File: src/rtl/if_fetch_unit.sv
// Instruction-fetch stage: owns the PC, drives the instruction ROM and loads the IF/ID register.
// Handles stall, flush and branch redirects, and holds a branch that resolves during a stall.
module if_fetch_unit #(
  parameter logic [31:0] RESET_PC = 32'h0000_0000
) (
  input  logic        clk,
  input  logic        rst,
  input  logic        stall,
  input  logic        flush,
  input  logic [31:0] new_pc,
  input  logic        branch_flag,
  input  logic [31:0] branch_target,
  output logic        rom_ce,
  output logic [31:0] rom_addr,
  input  logic [31:0] rom_inst,
  output logic [31:0] if_pc,
  output logic [31:0] if_inst,
  output logic        if_valid,
  output logic        if_adel
);

  localparam int unsigned XLEN    = 32;
  localparam int unsigned INST_SZ = 4;

  logic            ce_q;
  logic [XLEN-1:0] pc_q, pc_d;
  logic            pend_v, pend_v_d;
  logic [XLEN-1:0] pend_tgt, pend_tgt_d;
  logic [XLEN-1:0] if_pc_d, if_inst_d;
  logic            if_valid_d, if_adel_d;

  assign rom_ce   = ce_q;
  assign rom_addr = pc_q;

  // Next PC / pending redirect, then IF/ID capture; flush outranks stall in both.
  always_comb begin
    pc_d       = pc_q;
    pend_v_d   = pend_v;
    pend_tgt_d = pend_tgt;
    if_pc_d    = if_pc;
    if_inst_d  = if_inst;
    if_valid_d = if_valid;
    if_adel_d  = if_adel;

    if (ce_q) begin
      if (flush) begin
        pc_d     = new_pc;
        pend_v_d = 1'b0;
      end else if (stall) begin
        if (branch_flag) begin
          pend_v_d   = 1'b1;
          pend_tgt_d = branch_target;
        end
      end else if (branch_flag) begin
        pc_d     = branch_target;
        pend_v_d = 1'b0;
      end else if (pend_v) begin
        pc_d     = pend_tgt;
        pend_v_d = 1'b0;
      end else begin
        pc_d = pc_q + XLEN'(INST_SZ);
      end
    end

    if (flush || (!stall && !ce_q)) begin
      if_pc_d    = '0;
      if_inst_d  = '0;
      if_valid_d = 1'b0;
      if_adel_d  = 1'b0;
    end else if (!stall) begin
      if_pc_d    = pc_q;
      if_valid_d = 1'b1;
      // A misaligned fetch becomes a nop tagged with the address-error flag.
      if (pc_q[1:0] == 2'b00) begin
        if_inst_d = rom_inst;
        if_adel_d = 1'b0;
      end else begin
        if_inst_d = '0;
        if_adel_d = 1'b1;
      end
    end
  end

  always_ff @(posedge clk or posedge rst) begin
    if (rst) begin
      ce_q     <= 1'b0;
      pc_q     <= RESET_PC;
      pend_v   <= 1'b0;
      pend_tgt <= '0;
      if_pc    <= '0;
      if_inst  <= '0;
      if_valid <= 1'b0;
      if_adel  <= 1'b0;
    end else begin
      ce_q     <= 1'b1;
      pc_q     <= pc_d;
      pend_v   <= pend_v_d;
      pend_tgt <= pend_tgt_d;
      if_pc    <= if_pc_d;
      if_inst  <= if_inst_d;
      if_valid <= if_valid_d;
      if_adel  <= if_adel_d;
    end
  end

endmodule

File: config.mk
export PLATFORM = sky130hd
export DESIGN_NAME = if_fetch_unit
export DESIGN_NICKNAME = d
export VERILOG_FILES = /design/src/rtl/if_fetch_unit.sv
export SDC_FILE = /design/constraint.sdc
export NUM_CORES = 1
export LEC_CHECK = 0
export ABC_AREA = 1
export CORE_ASPECT_RATIO = 1.5
export CORE_MARGIN = 5
export CORE_UTILIZATION = 35
export DETAILED_ROUTE_END_ITERATION = 6
export PLACE_DENSITY = 0.6
export SLEW_MARGIN = 0
export SYNTH_ARGS = -nofsm -noshare
export SYNTH_HDL_FRONTEND = slang
export SYNTH_SLANG_ARGS = --single-unit
File: constraint.sdc
create_clock -name clk -period 9.65 [get_ports clk]
set_clock_uncertainty 0.2 [all_clocks]
set_input_delay 1.93 -clock clk [delete_from_list [all_inputs] [get_ports clk]]
set_output_delay 1.93 -clock clk [all_outputs]
set_load 0.05 [all_outputs]
==> flow_summary_export.csv <==
group,metric,value,unit
synth,synth_largest_area_cell,"dfrtp_1",
synth,synth_area_leaders,"dfrtp_1, nand2_1, o21ai_0",
synth,synth_commonest_cells,"nand2_1, dfrtp_1, nor2_1, o21ai_0, a21oi_1",
sta,hold_ws,0.277,ns
detailed_routing,drt_iter0_markers,510,
critical_path,crit_type,"in2reg",
synth,synth_fp_nets,997,
grt,antenna_found_initial,0,
sta,fin_crit_sh,45.9,%
synth,synth.most_common_cell,"nand2_1",
pwr,swShare,34.0,%
synth,synth-edff-count,0,
synth,ys_seq_elements,132,
finish,layout-drive-gt1-share,5.97,%
clock_tree,clk_pin_slew,0.06,ns
sta,finalHoldViolCount,0,
finish,diodes,0,
die,rows,62,
synth,avgSynthCellArea,7.49,sq um
clock_tree,ctsHoldBuffers,0,
detailed_routing,drt-vias-per-instance,4.89,
grt,use_met1,25.9,%
sta,setup_viol,0,
sta,tns,0,ns
sta,worst_pin_slew,1.04,ns
sta,maxSlewViolCount,0,
critical_path,crit_arrival,4.52,ns
synth,yosys.area.top_type_share,49.3,%
grt,grt_pass1_vias,6390,
grt,top_usage_layer,"met2",
die,ios,200,
clock_tree,cts.sinks,132,
place,io_buffer_count,199,
synth,syn_area,6700,sq um
grt,gr-usage-met3,3.68,%
synth,synth-async-reset-ratio,100,%
grt,grt_pass1_wl,34.6,mm
detailed_routing,drt-pass1-iter-count,5,
grt,grt_usage,19.9,%
clock_tree,cts_tree,"built",
finish,fillCellCount,1914,
die,die_w,123,um
critical_path,startpoint_type,"input port",
outcome,status,"finished clean",
synth,yosys_most_used_dff,"dfrtp_1",
pwr,leakagePower,4.25,nW
critical_path,path_max_fanout,45,
grt,gr-usage-met2,32.4,%
clock_tree,clock_latency,0.43,ns
detailed_routing,wl_per_cell,16.2,um
clock_tree,root_buffer,"clkbuf_16",
place,routabilityCongestion,0.841,
critical_path,cp.required,9.74,ns
sta,finalCriticalPeriod,4.43,ns
grt,overflow,0,
synth,yosysUniqueCellTypes,30,
pwr,pwr-share-clk,36.8,%
clock_tree,cts_resized,0,
sta,rsz0062_at_grt,"no",
pwr,seq_power_share,38.3,%
place,dp.final_hpwl,16.0,mm
hold_path,hold_class,"reg2reg",
pwr,worst_ir_drop_vdd,0.0826,mV
pwr,p_comb_share,24.9,%
detailed_routing,ant_nets,0,
clock_tree,htreeDepth,4,
pwr,power_per_cell_area,182,nW/um^2
die,die_h,180,um
detailed_routing,dr_total_vias,6574,
pwr,p_int,1.14,mW
die,initial_core_util,35.3,%
critical_path,crit_path_end_kind,"flop",
clock_tree,clockBufferDepth,2,
detailed_routing,routed_wirelength,21.8,mm
synth,synth_warnings,0,
clock_tree,cts_buffers,17,
detailed_routing,drc,0,
finish,synthToLayoutAreaGrowth,41.4,%
clock_tree,cts_setup_buffers,0,
sta,relSlewSlack,30.1,%
die,core-area,19000,sq um
grt,grt_max_degree,78,
sta,max_clock_freq,0.226,GHz
synth,postSynthCellCount,895,
die,dieArea,22100,sq um
pwr,switchingPower,588,uW
finish,fin_nets,1178,
synth,yosysSeqAreaShare,49.3,%
run,cap_viol_max_count,0,
==> power groups by stage <==
| stage | logic (mW) | registers [mW] | clock network (mW) |
|---|---|---|---|
| global placement | 0.429 | 0.669 | 0 |
| CTS | 0.433 | 0.661 | 0.653 |
| finish | 0.430 | 0.662 | 0.636 |
| global route | 0.466 | 0.669 | 0.676 |
| detailed placement | 0.431 | 0.671 | 0 |
| floorplan | 0.159 | 0.764 | 0 |
==> through the flow <==
stage / setup slack (ns) / cell area, sq um / power, mW / utilization [%] / instances
6_report: 5.22 / 9480 / 1.73 / 49.9 / 1345
5_1_grt: 4.92 / 9480 / 1.81 / 49.9 / 1345
4_1_cts: 5.25 / 9480 / 1.75 / 49.9 / 1345
3_5_place_dp: 4.80 / 8890 / 1.10 / 46.8 / 1313
3_3_place_gp: 4.85 / 8890 / 1.10 / 46.8 / 1313
2_1_floorplan: 3.99 / 6700 / 0.924 / - / 895
==> final cells by class <==
type	instances	area, sq um	share of cell area [%]
Tap cell	256	320	3.38
Timing Repair Buffer	207	2050	21.6
Clock buffer	18	429	4.53
Multi-Input combinational cell	642	2930	30.9
Clock inverter	14	158	1.66
Sequential cell	132	3300	34.8
Inverter	76	290	3.06
==> worst paths after layout <==
check / from / to / slack (ns) / cells past startpoint
worst max-delay path: flush / rom_addr[8] / 5.22 / 11
worst max register to register: pend_v / rom_addr[3] / 7.42 / 5
worst min register to register: if_pc[13] / if_pc[13] / 0.28 / 2
max in group asynchronous: rst / pend_tgt[8] / 6.27 / 3
worst min-delay path: if_pc[13] / if_pc[13] / 0.28 / 2
min in group asynchronous: rst / if_inst[10] / 1.79 / 2
==> state kept, by name, summed over array words and instances, names as in the netlist <==
name,flops
if_pc,32
if_adel,1
if_inst,32
rom_addr,32
pend_v,1
if_valid,1
pend_tgt,32
rom_ce,1
==> cell families after synthesis <==
logic type	Yosys count	synth area share, %
other	1	0.0559
buffers and inverters	121	7.11
and+or+nand+nor	439	26.8
muxes	4	0.672
adders and majority gates	1	0.187
DFF	132	49.3
AOI/OAI and AO/OA	192	15.3
xor gates and xnor gates	5	0.653
==> layer usage <==
metal | vias up | wire length, um
li1 | 3242 | -
met1 | 3059 | 9220
met2 | 240 | 10600
met3 | 33 | 1400
met4 | 0 | 621
met5 | - | 0
==> placed cells by master, fill, tap and decap left out, types with 2 or more instances in the layout <==
master | netlist | layout
a21oi_1 | 75 | 75
a221oi_1 | 5 | 5
a22oi_1 | 6 | 6
a32o_1 | 3 | 3
a41oi_1 | 2 | 2
buf_4 | 1 | 8
bufinv_16 | 0 | 2
clkbuf_16 | 0 | 17
clkdlybuf4s50_1 | 0 | 199
clkinv_4 | 0 | 7
clkinvlp_4 | 0 | 3
dfrtp_1 | 132 | 132
inv_1 | 73 | 72
inv_2 | 3 | 3
inv_6 | 0 | 2
mux2_2 | 4 | 4
nand2_1 | 280 | 280
nand2_2 | 4 | 4
nand2_4 | 3 | 3
nand3_1 | 42 | 42
nand4_1 | 2 | 2
nor2_1 | 97 | 96
nor2_2 | 4 | 5
nor2_4 | 6 | 6
o211ai_1 | 2 | 2
o21ai_0 | 97 | 97
xor2_1 | 4 | 4
==> critical path, stage by stage <==
cell and delay, ns:
clkdlybuf4s50_1 0.40, buf_4 0.22, inv_2 0.47, nand2_1 0.20
nand2_2 0.09, buf_4 0.40, inv_1 0.37, o21ai_0 0.18
a21oi_1 0.06, nand2_1 0.09, o21ai_0 0.07
Note: power is estimated with default switching activity, not from simulation.
==> RTL edit: new RTL, same flow settings <==
Add an input register stage for `branch_target`; this delays it by one clock. The other inputs are not delayed to match.
--- a/src/rtl/if_fetch_unit.sv
+++ b/src/rtl/if_fetch_unit.sv
@@ -21,6 +21,12 @@
 
   localparam int unsigned XLEN    = 32;
   localparam int unsigned INST_SZ = 4;
+
+  logic [31:0] branch_target_q;
+
+  always_ff @(posedge clk) begin
+    branch_target_q <= branch_target;
+  end
 
   logic            ce_q;
   logic [XLEN-1:0] pc_q, pc_d;
@@ -49,10 +55,10 @@
       end else if (stall) begin
         if (branch_flag) begin
           pend_v_d   = 1'b1;
-          pend_tgt_d = branch_target;
+          pend_tgt_d = branch_target_q;
         end
       end else if (branch_flag) begin
-        pc_d     = branch_target;
+        pc_d     = branch_target_q;
         pend_v_d = 1'b0;
       end else if (pend_v) begin
         pc_d     = pend_tgt;
Function: changed (Yosys sat finds a counterexample within 4 cycles, from zero or initial values and one cycle with rst high).
==> RTL edit against the original RTL <==
- worst setup slack lost 0.17 ns
- synthesized area increased by 9.6%
- wire length grew 2.0%
- sequential cell count grew 32
- sequential power grew 23%
- design area up 6.1%
- total power is 7.3% higher
- sequential share of layout area is 4.4 points higher
- critical path type unchanged
==> RTL edit: results (changes against the original RTL) <==
[route]
drt-initial-drc-count=467  ; -8.4%
vias=6465  ; -1.7%
drt-met1-wl_microns=9220  ; about the same
routedWlPerCell_microns=16.8  ; +3.2%
wl_met2_microns=11300  ; +6.9%
met3_length_microns=1260  ; -9.9%

[worst_setup_path]
cp_slowest_cell=nand3_2
r2r_cells=2  ; -3
r2r-start=rom_ce
reg2reg_slack_ns=7.43  ; about the same
cp-endpoint=if_inst[7]
arrival_ns=4.70  ; +0.18 ns
path_max_fanout=66  ; +47%

[global_routing]
grt_usage_pct=18.7  ; -1.3 points
met2_usage_pct=31.4  ; -0.96 points
grt_pass1_vias=6406  ; +0.25%
grt_use_met3_pct=2.29  ; -1.4 points
grtUsageMet1_pct=24.6  ; -1.3 points
grt_max_degree=76  ; -2.6%

[worst_hold_path]
whs_path_depth=1  ; -1
hold_path_end=pend_tgt[17]
min_from=branch_target_q[17]

[final_layout]
fillers=2065  ; +7.9%
num-nets-final=1151  ; -2.3%
final_layout_size_suffix_gt1_share_pct=7.16  ; +1.2 points

[synthesis]
synth_common_cells=nand2_1 (252), dfrtp_1 (132), o21ai_0 (89)
ys_types=36  ; +20%
synth.net_count=968  ; -2.9%
postSynthCellCount=866  ; -3.2%
ys_top_cells_by_area=dfrtp_1 (45%), nand2_1 (13%), dfxtp_1 (8.7%), o21ai_0 (6.1%), nor2_1 (4.2%)
yosysSeqAreaShare_pct=53.7  ; +4.4 points
synth_top_area_share_pct=45.0  ; -4.3 points

[placed_design]
port_buffers=199  ; unchanged
dp_hpwl_microns=16600  ; +3.3%
dp.cells=1298  ; -1.1%
dpl_cell_area_sq_um=9510  ; +7.0%

[power_and_ir_drop]
p_clk_uw=622  ; -2%
pwr-share-clk_pct=33.5  ; -3.3 points
power.switching_uw=607  ; +3.3%
power.leakage_uw=0.00434  ; +2.1%
vdd_drop_max_mv=0.120  ; +46%
powerComb_uw=420  ; -2%

[sta]
worst_slew_pin_slew_ns=1.14  ; +0.0943 ns

[clock_network]
cts-resized-gates=0  ; unchanged

[run_status]
outcome=finished clean

## RTL edit: layout make-up
cell class | instances | area (sq um) | area share [%]
multi-input combinational | 601 | 2970 | 29.5
sequential | 164 | 3940 | 39.2
clock inverter | 9 | 75.1 | 0.747
timing repair buffer | 205 | 2040 | 20.3
tap | 268 | 335 | 3.34
inverter | 60 | 228 | 2.26
clock buffer | 23 | 468 | 4.65
## RTL edit: through the flow
stage | setup slack (ns) | util, %
global placement | 4.70 | 45.5
global route | 4.74 | 48.1
finish | 5.05 | 48.1
CTS | 5.02 | 48.1
detailed placement | 4.57 | 45.5
floorplan | 3.99 | -
## RTL edit: logic make-up after synthesis
kind of cell    Yosys count  synth area share, %
simple gates            408                 23.7
compound gates          166                 12.6
flops                   164                 53.7
buf+inv                 101                 6.11
mux                      23                 3.52
xor+xnor                  2                0.238
fa+ha+maj                 1                0.170
other cells               1               0.0510
## RTL edit: worst register-to-register path, stage by stage (launching register included)
cell and delay [ns]:
dfrtp_1 0.46, nand3_2 0.88, o21ai_0 0.55
